$ cat src/rtl/lsu_bus_master_pkg.sv
// Shared definitions for the load/store bus master: funct3 encodings, FSM state type
// and the access legality helpers.
package lsu_bus_master_pkg;

  localparam logic [2:0] F3_B  = 3'b000;
  localparam logic [2:0] F3_H  = 3'b001;
  localparam logic [2:0] F3_W  = 3'b010;
  localparam logic [2:0] F3_BU = 3'b100;
  localparam logic [2:0] F3_HU = 3'b101;

  typedef enum logic [2:0] {
    StIdle,
    StRdReq,
    StRdWait,
    StWrReq,
    StResp
  } lsu_state_t;

  // Halfwords need bit 0 clear, words need both low bits clear.
  function automatic logic is_misaligned(input logic [2:0] funct3, input logic [1:0] off);
    logic mis;
    case (funct3)
      F3_H, F3_HU: mis = off[0];
      F3_W:        mis = (off != 2'b00);
      default:     mis = 1'b0;
    endcase
    return mis;
  endfunction

  // Reserved encodings are always illegal; unsigned variants only exist for loads.
  function automatic logic is_illegal(input logic [2:0] funct3, input logic we);
    logic ill;
    case (funct3)
      F3_B, F3_H, F3_W: ill = 1'b0;
      F3_BU, F3_HU:     ill = we;
      default:          ill = 1'b1;
    endcase
    return ill;
  endfunction

endpackage

$ cat src/rtl/lsu_bus_master_if.sv
// Dual-port memory bus: independent read and write request/grant channels.
interface lsu_bus_master_if #(
  parameter int unsigned ADDR_W = 32
);
  logic              rd_req;
  logic [ADDR_W-1:0] rd_addr;
  logic              rd_gnt;
  logic [31:0]       rd_data;
  logic              wr_req;
  logic [ADDR_W-1:0] wr_addr;
  logic [3:0]        wr_be;
  logic [31:0]       wr_data;
  logic              wr_gnt;

  modport master (
    output rd_req, rd_addr, wr_req, wr_addr, wr_be, wr_data,
    input  rd_gnt, rd_data, wr_gnt
  );

  modport slave (
    input  rd_req, rd_addr, wr_req, wr_addr, wr_be, wr_data,
    output rd_gnt, rd_data, wr_gnt
  );
endinterface

$ cat src/rtl/lsu_bus_master_align.sv
// Byte-lane logic for RV32 sub-word accesses: store byte-enables and lane replication,
// load lane extraction with sign or zero extension. Purely combinational.
module lsu_bus_master_align
  import lsu_bus_master_pkg::*;
(
  input  logic [2:0]  funct3_i,
  input  logic [1:0]  off_i,
  input  logic [31:0] st_data_i,
  input  logic [31:0] ld_data_i,
  output logic [3:0]  be_o,
  output logic [31:0] st_lanes_o,
  output logic [31:0] ld_ext_o
);

  logic [31:0] ld_shift;

  // Steer store data onto its lanes and pull load data down from its lanes.
  always_comb begin
    ld_shift   = ld_data_i >> {off_i, 3'b000};
    be_o       = 4'b0000;
    st_lanes_o = 32'h0;
    ld_ext_o   = 32'h0;
    case (funct3_i)
      F3_B: begin
        be_o       = 4'b0001 << off_i;
        st_lanes_o = {4{st_data_i[7:0]}};
        ld_ext_o   = {{24{ld_shift[7]}}, ld_shift[7:0]};
      end
      F3_H: begin
        be_o       = 4'b0011 << off_i;
        st_lanes_o = {2{st_data_i[15:0]}};
        ld_ext_o   = {{16{ld_shift[15]}}, ld_shift[15:0]};
      end
      F3_W: begin
        be_o       = 4'b1111;
        st_lanes_o = st_data_i;
        ld_ext_o   = ld_shift;
      end
      F3_BU:   ld_ext_o = {24'h0, ld_shift[7:0]};
      F3_HU:   ld_ext_o = {16'h0, ld_shift[15:0]};
      default: ld_ext_o = 32'h0;
    endcase
  end

endmodule

$ cat src/rtl/lsu_bus_master.sv
// Load/store unit bus initiator: takes one MEM-stage request at a time, runs it as a
// single read or write on the dual-port bus and returns a one-cycle response.
module lsu_bus_master
  import lsu_bus_master_pkg::*;
#(
  parameter int unsigned ADDR_W = 32,
  parameter int unsigned RD_LAT = 1
) (
  input  logic              clk,
  input  logic              rst,
  input  logic              req_valid,
  output logic              req_ready,
  input  logic              req_we,
  input  logic [2:0]        req_funct3,
  input  logic [ADDR_W-1:0] req_addr,
  input  logic [31:0]       req_wdata,
  output logic              resp_valid,
  output logic [31:0]       resp_rdata,
  output logic              resp_err,
  lsu_bus_master_if.master  mem_master
);

  localparam int unsigned CntW = $clog2(RD_LAT + 1);

  lsu_state_t        state_q, state_d;
  logic [2:0]        f3_q, f3_d;
  logic [1:0]        off_q, off_d;
  logic [CntW-1:0]   cnt_q, cnt_d;
  logic              rd_req_q, rd_req_d;
  logic [ADDR_W-1:0] rd_addr_q, rd_addr_d;
  logic              wr_req_q, wr_req_d;
  logic [ADDR_W-1:0] wr_addr_q, wr_addr_d;
  logic [3:0]        wr_be_q, wr_be_d;
  logic [31:0]       wr_data_q, wr_data_d;
  logic              resp_valid_q, resp_valid_d;
  logic [31:0]       resp_rdata_q, resp_rdata_d;
  logic              resp_err_q, resp_err_d;

  logic              idle;
  logic [2:0]        al_f3;
  logic [1:0]        al_off;
  logic [3:0]        al_be;
  logic [31:0]       al_wdata;
  logic [31:0]       al_rdata;
  logic [ADDR_W-1:0] word_addr;

  // In IDLE the lane logic steers the incoming store; afterwards it decodes the held load.
  assign idle      = (state_q == StIdle);
  assign al_f3     = idle ? req_funct3 : f3_q;
  assign al_off    = idle ? req_addr[1:0] : off_q;
  assign word_addr = {req_addr[ADDR_W-1:2], 2'b00};

  lsu_bus_master_align u_align (
    .funct3_i   (al_f3),
    .off_i      (al_off),
    .st_data_i  (req_wdata),
    .ld_data_i  (mem_master.rd_data),
    .be_o       (al_be),
    .st_lanes_o (al_wdata),
    .ld_ext_o   (al_rdata)
  );

  // Next-state, bus request and response decode.
  always_comb begin
    state_d      = state_q;
    f3_d         = f3_q;
    off_d        = off_q;
    cnt_d        = cnt_q;
    rd_req_d     = rd_req_q;
    rd_addr_d    = rd_addr_q;
    wr_req_d     = wr_req_q;
    wr_addr_d    = wr_addr_q;
    wr_be_d      = wr_be_q;
    wr_data_d    = wr_data_q;
    resp_valid_d = 1'b0;
    resp_rdata_d = 32'h0;
    resp_err_d   = 1'b0;
    unique case (state_q)
      StIdle: begin
        if (req_valid) begin
          f3_d  = req_funct3;
          off_d = req_addr[1:0];
          if (is_illegal(req_funct3, req_we) || is_misaligned(req_funct3, req_addr[1:0])) begin
            state_d      = StResp;
            resp_valid_d = 1'b1;
            resp_err_d   = 1'b1;
          end else if (req_we) begin
            state_d   = StWrReq;
            wr_req_d  = 1'b1;
            wr_addr_d = word_addr;
            wr_be_d   = al_be;
            wr_data_d = al_wdata;
          end else begin
            state_d   = StRdReq;
            rd_req_d  = 1'b1;
            rd_addr_d = word_addr;
          end
        end
      end
      StRdReq: begin
        if (mem_master.rd_gnt) begin
          rd_req_d = 1'b0;
          cnt_d    = CntW'(RD_LAT);
          state_d  = StRdWait;
        end
      end
      StRdWait: begin
        cnt_d = cnt_q - CntW'(1);
        // Last wait cycle is the one in which the slave presents read data.
        if (cnt_q == CntW'(1)) begin
          state_d      = StResp;
          resp_valid_d = 1'b1;
          resp_rdata_d = al_rdata;
        end
      end
      StWrReq: begin
        if (mem_master.wr_gnt) begin
          wr_req_d     = 1'b0;
          state_d      = StResp;
          resp_valid_d = 1'b1;
        end
      end
      StResp:  state_d = StIdle;
      default: state_d = StIdle;
    endcase
  end

  // State and registered outputs; reset abandons any access in flight.
  always_ff @(posedge clk or posedge rst) begin
    if (rst) begin
      state_q      <= StIdle;
      f3_q         <= F3_B;
      off_q        <= 2'b00;
      cnt_q        <= '0;
      rd_req_q     <= 1'b0;
      rd_addr_q    <= '0;
      wr_req_q     <= 1'b0;
      wr_addr_q    <= '0;
      wr_be_q      <= 4'b0000;
      wr_data_q    <= 32'h0;
      resp_valid_q <= 1'b0;
      resp_rdata_q <= 32'h0;
      resp_err_q   <= 1'b0;
    end else begin
      state_q      <= state_d;
      f3_q         <= f3_d;
      off_q        <= off_d;
      cnt_q        <= cnt_d;
      rd_req_q     <= rd_req_d;
      rd_addr_q    <= rd_addr_d;
      wr_req_q     <= wr_req_d;
      wr_addr_q    <= wr_addr_d;
      wr_be_q      <= wr_be_d;
      wr_data_q    <= wr_data_d;
      resp_valid_q <= resp_valid_d;
      resp_rdata_q <= resp_rdata_d;
      resp_err_q   <= resp_err_d;
    end
  end

  assign req_ready          = idle;
  assign resp_valid         = resp_valid_q;
  assign resp_rdata         = resp_rdata_q;
  assign resp_err           = resp_err_q;
  assign mem_master.rd_req  = rd_req_q;
  assign mem_master.rd_addr = rd_addr_q;
  assign mem_master.wr_req  = wr_req_q;
  assign mem_master.wr_addr = wr_addr_q;
  assign mem_master.wr_be   = wr_be_q;
  assign mem_master.wr_data = wr_data_q;

endmodule

$ cat src/flat_wrapper.sv
// flat-port wrapper written by rule: the top's interface ports become plain ports
module lsu_bus_master_flat import lsu_bus_master_pkg::*;
#(
  parameter int unsigned ADDR_W = 32,
  parameter int unsigned RD_LAT = 1
)
  (clk, rst, req_valid, req_ready, req_we, req_funct3, req_addr, req_wdata, resp_valid, resp_rdata, resp_err, mem_master_rd_req, mem_master_rd_addr, mem_master_wr_req, mem_master_wr_addr, mem_master_wr_be, mem_master_wr_data, mem_master_rd_gnt, mem_master_rd_data, mem_master_wr_gnt);
  lsu_bus_master_if #(.ADDR_W(ADDR_W)) mem_master_i ();
  input  logic clk;
  input  logic rst;
  input  logic req_valid;
  output logic req_ready;
  input  logic req_we;
  input  logic [2:0] req_funct3;
  input  logic [ADDR_W-1:0] req_addr;
  input  logic [31:0] req_wdata;
  output logic resp_valid;
  output logic [31:0] resp_rdata;
  output logic resp_err;
  output wire logic [$bits(mem_master_i.rd_req)-1:0] mem_master_rd_req;
  output wire logic [$bits(mem_master_i.rd_addr)-1:0] mem_master_rd_addr;
  output wire logic [$bits(mem_master_i.wr_req)-1:0] mem_master_wr_req;
  output wire logic [$bits(mem_master_i.wr_addr)-1:0] mem_master_wr_addr;
  output wire logic [$bits(mem_master_i.wr_be)-1:0] mem_master_wr_be;
  output wire logic [$bits(mem_master_i.wr_data)-1:0] mem_master_wr_data;
  input wire logic [$bits(mem_master_i.rd_gnt)-1:0] mem_master_rd_gnt;
  input wire logic [$bits(mem_master_i.rd_data)-1:0] mem_master_rd_data;
  input wire logic [$bits(mem_master_i.wr_gnt)-1:0] mem_master_wr_gnt;
  assign mem_master_rd_req = mem_master_i.rd_req;
  assign mem_master_rd_addr = mem_master_i.rd_addr;
  assign mem_master_wr_req = mem_master_i.wr_req;
  assign mem_master_wr_addr = mem_master_i.wr_addr;
  assign mem_master_wr_be = mem_master_i.wr_be;
  assign mem_master_wr_data = mem_master_i.wr_data;
  assign mem_master_i.rd_gnt = mem_master_rd_gnt;
  assign mem_master_i.rd_data = mem_master_rd_data;
  assign mem_master_i.wr_gnt = mem_master_wr_gnt;
  lsu_bus_master #(.ADDR_W(ADDR_W), .RD_LAT(RD_LAT)) u_core (.clk(clk), .rst(rst), .req_valid(req_valid), .req_ready(req_ready), .req_we(req_we), .req_funct3(req_funct3), .req_addr(req_addr), .req_wdata(req_wdata), .resp_valid(resp_valid), .resp_rdata(resp_rdata), .resp_err(resp_err), .mem_master(mem_master_i));
endmodule
$ cat config.mk
export PLATFORM = sky130hd
export DESIGN_NAME = lsu_bus_master_flat
export DESIGN_NICKNAME = d
export VERILOG_FILES = /design/src/rtl/lsu_bus_master_pkg.sv /design/src/rtl/lsu_bus_master_if.sv /design/src/rtl/lsu_bus_master_align.sv /design/src/rtl/lsu_bus_master.sv /design/src/flat_wrapper.sv
export SDC_FILE = /design/constraint.sdc
export NUM_CORES = 1
export LEC_CHECK = 0
export CORE_ASPECT_RATIO = 1.25
export CORE_MARGIN = 4
export CORE_UTILIZATION = 47
export DETAILED_ROUTE_END_ITERATION = 12
export HOLD_SLACK_MARGIN = 0.08
export PLACE_DENSITY = 0.85
export SLEW_MARGIN = 20
export SYNTH_ARGS = -nofsm -noshare
export SYNTH_HDL_FRONTEND = slang
export SYNTH_SLANG_ARGS = --single-unit
$ cat constraint.sdc
create_clock -name clk -period 7.2 [get_ports clk]
set_clock_uncertainty 0.15 [all_clocks]
set_input_delay 1.44 -clock clk [delete_from_list [all_inputs] [get_ports clk]]
set_output_delay 1.44 -clock clk [all_outputs]
set_load 0.05 [all_outputs]
==> summary.txt, run 1 <==
Synthesis
  – Yosys reg bits: 141
  – Post-synth top area cell: dfrtp_1
  – Synthesized area: 0.00622 mm²
  – Top post-synthesis cells by area: dfrtp_1 57%, mux2_2 13%, o21ai_0 3.9%
  – Post-synth EDFFs: 0
  – Cells after Synth: 511
  – Share of the synthesized area in the top cell type: 56.8%
  – Most frequent cells after synthesis: 141 x dfrtp_1, 70 x mux2_2, 57 x nand2_1
  – Synth unique cells: 48
  – Top FF cell, synth: dfrtp_1
  – Yosys warns: 0
  – Most frequent cell after synthesis: dfrtp_1
  – Ys async rst share: 100%
  – Sequential element share of the synthesized area: 56.8%
  – Syn_area_per_cell: 12.2 µm²

Layout
  – Multi-input logic area: 0.00252 mm²
  – Area growth syn-to-layout: 49.5%
  – Filler cells: 908
  – Antenna Cells: 0
  – Final net count: 847
  – FF/Latch Area: 0.00353 mm²
  – Share of cells above drive strength 1: 16.4%

CTS
  – Clock latency on the worst-skew pair: 0.41 ns
  – Clock sinks: 141
  – Root Buffer: clkbuf_16
  – Post-CTS Setup Bufs: 0
  – Hold buffers post-CTS: 0
  – CTS max path bufs: 2
  – H-tree Lvls: 4
  – CTS resizes: 0
  – CTS tree: built
  – Number of CTS-inserted buffers: 17
  – Clk pin slew, worst setup/hold paths: 0.06 ns

STA
  – Final Hold Fails: 0
  – Slew Limit Fails: 0
  – Final TNS setup: 0 ns
  – Hold WS: 0.339 ns
  – Min cycle time layout: 3.88 ns
  – Fin crit share: 53.9%
  – Max-slew headroom at the worst pin: 31.2%
  – Peak Freq: 258 MHz
  – Slew @ Worst Pin: 1.01 ns
  – Count of final setup violators: 0
  – Unrepaired setup endpoints after global routing: false

Power and ir drop
  – Pleak: 4.14 nW
  – Worst ir drop on vdd: 298 µV
  – Final Power: 4.82 mW
  – Reg power frac: 26.9%
  – Sw Pwr: 2.23 mW
  – Cell Pwr Density: 518 mW/mm²
  – Switching part of the total power: 46.4%
  – Gate power share: 54.7%
  – Cell Int Power: 2.58 mW
  – Clock power frac: 18.4%

Routing
  – Via/cell ratio: 5.41
  – WL met1: 6770 µm
  – Initial DRC count: 308
  – Drt drc: 0
  – DRT antenna net count: 0
  – Metal3 WL: 1530 µm
  – Routed len/inst: 19.6 µm
  – Final WL: 18100 µm
  – DR pass1 iterations: 5
  – Met2 WL: 9340 µm
  – Uppermost layer routed: met4
  – Vias: 4991

Floorplanning
  – Die height: 137 µm
  – Core outline area: 0.0128 mm²
  – IO Pins: 242
  – Die width: 111 µm
  – Row cnt: 46
  – Initial Util: 48.4%
  – Die ar.: 0.0151 mm²

Critical path
  – Critical path startpoint category: input pin
  – CP required: 7.34 ns
  – Crit Path Category: in2reg
  – Reg2Reg Setup Slack: 4.10 ns
  – Crit path max fanout: 30
  – Crit. End Element: flop
  – Worst Path Arrival: 4.02 ns

Global route
  – Remaining Overflow, GRT: 0
  – GRT Total Usage: 23.7%
  – Largest net degree at the start of global routing: 96
  – Vias in the first global route: 5294
  – First-pass GRT wire length: 28300 µm
  – Initial antenna violation count: 0

Run
  – Max-cap violations: 0

Placement
  – GPL Wtd Cong: 0.837
  – PortBufs: 237
  – Hpwl dp: 13100 µm

Status
  – Run status: completed

Worst hold path
  – Hold/Removal Path Class: reg2reg
==> power groups by stage <==
stage | registers (mW) | clock network [mW] | logic, mW
after detailed placement | 1.31 | 0 | 2.63
after global placement | 1.29 | 0 | 2.58
after floorplan | 2.28 | 0 | 0.776
after CTS | 1.30 | 0.901 | 2.64
final | 1.30 | 0.886 | 2.63
after global routing | 1.34 | 0.939 | 2.75
==> through the flow <==
step                      area (µm²)  std cells  util, %  worst slack, ns
final                           9290        922     72.4             3.32
after global routing            9290        922     72.4             3.19
after CTS                       9270        921     72.2             3.24
after detailed placement        8670        890     67.6             2.81
after global placement          8670        890     67.6             2.90
after floorplan                 6230        514        -             1.83
==> cell type report <==
| class | instances | area share (%) |
|---|---|---|
| clock inverter | 14 | 1.83 |
| multi-input combinational | 337 | 27.1 |
| tap | 168 | 2.26 |
| inverter | 5 | 0.256 |
| timing repair buffer | 240 | 26.0 |
| sequential | 141 | 38.0 |
| clock buffer | 17 | 4.58 |
==> metal layers <==
layer | up-vias | global-route usage (%)
met5 | - | 0
met4 | 0 | 8.21
met3 | 35 | 8.36
met2 | 211 | 41.9
met1 | 2445 | 26.8
li1 | 2300 | -
==> kinds of logic (layout without fill, tap and decap cells) <==
| group | count (synthesis) | in the layout | share of synthesized area (%) |
|---|---|---|---|
| AOI/OAI and AO/OA | 137 | 137 | 13.8 |
| DFF | 141 | 141 | 56.8 |
| muxes | 102 | 102 | 19.0 |
| buffers and inverters | 36 | 276 | 3.38 |
| and+or+nand+nor | 94 | 94 | 6.98 |
| other | 1 | 4 | 0.0603 |
==> worst paths after layout <==
kind	from	endpoint	depth (start not counted)
worst min-delay path	u_core.mem_master.wr_data[17]	u_core.mem_master.wr_data[17]	2
max in group asynchronous	rst	u_core.state_q[1]	3
worst max register to register	u_core.state_q[0]	u_core.mem_master.rd_addr[16]	6
worst min register to register	u_core.mem_master.wr_data[17]	u_core.mem_master.wr_data[17]	2
worst max-delay path	req_funct3[0]	u_core.mem_master.rd_addr[16]	5
min in group asynchronous	rst	u_core.mem_master.wr_addr[16]	2
==> layout by cell type (no fill, tap or decap), types with 2 or more instances in the layout <==
master,netlist,layout
a21boi_0,3,3
a21o_1,9,9
a21oi_1,31,31
a22oi_1,15,15
and2_1,3,3
bufinv_16,0,3
clkbuf_16,0,17
clkdlybuf4s50_1,0,237
clkinv_2,0,4
clkinv_4,0,5
conb_1,1,4
dfrtp_1,141,141
inv_1,5,4
inv_6,0,2
mux2_1,3,3
mux2_2,70,70
mux2_4,7,7
mux2i_1,19,18
nand2_1,57,57
nand2b_1,2,2
nand3_1,11,11
nor2_1,9,8
nor3b_1,2,2
o211a_1,7,7
o211ai_1,2,2
o21ai_0,48,48
o21ai_1,9,9
o31ai_1,2,2
o41ai_1,2,2
==> worst max-delay path, stage by stage <==
cell and delay, ns:
clkdlybuf4s50_1 0.53, o41ai_4 0.62, nand2_1 0.23, nor2_4 0.74, mux2_2 0.42
==> sequential cells by signal, indices dropped and copies added (netlist names) <==
name                       cells
u_core.mem_master.wr_be        4
u_core.state_q                 3
u_core.mem_master.rd_req       1
u_core.f3_q                    3
u_core.mem_master.wr_req       1
u_core.resp_rdata             32
u_core.cnt_q                   1
u_core.mem_master.wr_data     32
u_core.resp_valid              1
u_core.mem_master.rd_addr     30
u_core.resp_err                1
u_core.mem_master.wr_addr     30
u_core.off_q                   2
No activity file was read; power rests on OpenSTA's default activity.
==> inputs of run 2 (changes only) <==
- CORE_UTILIZATION: 47 -> 40
- PLACE_DENSITY: 0.85 -> 0.77
- clock period: 7.2 -> 3.4 ns (I/O delays scaled with it)
==> summary.txt, run 2 (synthesized netlist as in run 1, its figures left out) <==
Status
  – Run status: completed

Power and ir drop
  – Cell Pwr Density: 1090 mW/mm² (+110%)
  – Worst ir drop on vdd: 701 µV (+140%)
  – Pleak: 4.19 nW (+1.4%)
  – Final Power: 10.3 mW (+110%)

STA
  – Final TNS setup: 0 ns (unchanged)
  – Slew @ Worst Pin: 0.761 ns (-0.249 ns)
  – Max-slew headroom at the worst pin: 49.2% (+18 points)
  – Peak Freq: 364 MHz
  – Fin crit share: 80.9%
  – Setup ws final: 0.650 ns (-2.67 ns)
  – Final Hold Fails: 0 (unchanged)
  – Slew Limit Fails: 0 (unchanged)
  – Min cycle time layout: 2.75 ns
  – Unrepaired setup endpoints after global routing: false
  – Count of final setup violators: 0 (unchanged)

CTS
  – Number of CTS-inserted buffers: 17 (unchanged)
  – H-tree Lvls: 4 (unchanged)
  – Clock latency on the worst-skew pair: 0.41 ns (about the same)
  – Root Buffer: clkbuf_16
  – Post-CTS Setup Bufs: 0 (unchanged)
  – Clk pin slew, worst setup/hold paths: 0.06 ns (about the same)
  – Clock sinks: 141 (unchanged)
  – Hold buffers post-CTS: 0 (unchanged)
  – CTS tree: built
  – CTS resizes: 0 (unchanged)
  – CTS max path bufs: 2 (unchanged)

Layout
  – Area growth syn-to-layout: 52.0%
  – Most common cell after layout, fill and taps aside: clkdlybuf4s50_1
  – Most frequent cells in the layout: 236 x clkdlybuf4s50_1, 141 x dfrtp_1, 70 x mux2_2
  – Antenna Cells: 0 (unchanged)
  – Design area: 0.00945 mm² (+1.7%)
  – Multi-input logic area: 0.00252 mm² (unchanged)
  – Final net count: 855 (+0.94%)
  – FF/Latch Area: 0.00353 mm² (unchanged)
  – Share of cells above drive strength 1: 17.2% (+0.72 points)
  – Filler cells: 1253 (+38%)

Global route
  – GRT Total Usage: 21.1% (-2.6 points)
  – Remaining Overflow, GRT: 0 (unchanged)
  – Initial antenna violation count: 0 (unchanged)
  – First-pass GRT wire length: 29400 µm (+4.1%)
  – Vias in the first global route: 5468 (+3.3%)
  – Largest net degree at the start of global routing: 142 (+48%)

Placement
  – Hpwl dp: 13500 µm (+3.3%)
  – Cell Area, Placed: 0.00882 mm² (+1.7%)
  – DP Worst Slack: 0.202 ns (-2.60 ns)
  – PortBufs: 237 (unchanged)
  – GPL Wtd Cong: 0.783 (-6.5%)

Floorplanning
  – Die width: 120 µm (+7.8%)
  – Core outline area: 0.0151 mm² (+18%)
  – Initial Util: 41.1% (-7.4 points)
  – Die ar.: 0.0176 mm² (+16%)
  – IO Pins: 242 (unchanged)
  – Row cnt: 50 (+8.7%)
  – Die height: 147 µm (+7.9%)

Routing
  – Routed len/inst: 18.8 µm (-4.2%)
  – Final WL: 18300 µm (+0.93%)
  – DRT antenna net count: 0 (unchanged)
  – Initial DRC count: 369 (+20%)
  – Via/cell ratio: 5.20 (-4.0%)
  – DR pass1 iterations: 5 (unchanged)
  – Vias: 5046 (+1.1%)
  – Drt drc: 0 (unchanged)

Critical path
  – Crit. End Element: flop
  – CP required: 3.52 ns (-3.82 ns)
  – Crit Path Category: in2reg
  – Critical path startpoint category: input pin
  – Reg2Reg Depth: 6 (unchanged)
  – Crit path max fanout: 13 (-57%)
  – Worst Path Arrival: 2.87 ns (-1.15 ns)

Worst hold path
  – Hold/Removal Path Class: reg2reg
  – Hold Crit Depth: 2 (unchanged)

Run
  – Max-cap violations: 0 (unchanged)
==> run 2: report_power, final <==
| group | internal (mW) | switching, mW |
|---|---|---|
| sequential | 2.33 | 0.419 |
| clock | 1.27 | 0.678 |
| combinational | 2.03 | 3.57 |
==> run 2: through the flow <==
step | cells | hold WS (ns) | util, %
finish | 971 | 0.332 | 62.4
global route | 971 | 0.353 | 62.4
CTS | 971 | 0.337 | 62.4
detailed placement | 939 | 0.324 | 58.3
global placement | 939 | 0.312 | 58.3
floorplan | 514 | 0.364 | -
==> run 2: cell type report <==
class	count	share of cell area, %
Clock buffer	22	4.91
Clock inverter	10	1.71
Sequential cell	141	37.3
Tap cell	208	2.75
Multi-Input combinational cell	337	26.7
Timing Repair Buffer	248	26.4
Inverter	5	0.238
==> run 2: layer usage <==
layer / track usage, % / wire length, µm / up-vias
met2: 35.9 / 9370 / 203
li1: - / - / 2316
met5: 0 / 0 / -
met4: 7.45 / 401 / 0
met1: 24.7 / 7060 / 2497
met3: 7.39 / 1440 / 30
==> run 2: worst max-delay path, stage by stage <==
cell	delay, ns
clkdlybuf4s50_1	0.60
or4b_1	0.51
and2_1	0.39
mux2_4	0.40
a22oi_1	0.18
o21ai_1	0.10
==> run 2: final timing paths <==
kind / startpoint / endpoint / slack, ns
setup / recovery: req_addr[1] / u_core.resp_rdata[9] / 0.65
hold / removal: u_core.mem_master.wr_data[13] / u_core.mem_master.wr_data[13] / 0.33
setup reg to reg: u_core.state_q[0] / u_core.resp_rdata[6] / 0.74
hold reg to reg: u_core.mem_master.wr_data[13] / u_core.mem_master.wr_data[13] / 0.33
max in group asynchronous: rst / u_core.mem_master.wr_data[31] / 1.83
min in group asynchronous: rst / u_core.mem_master.rd_addr[14] / 0.70
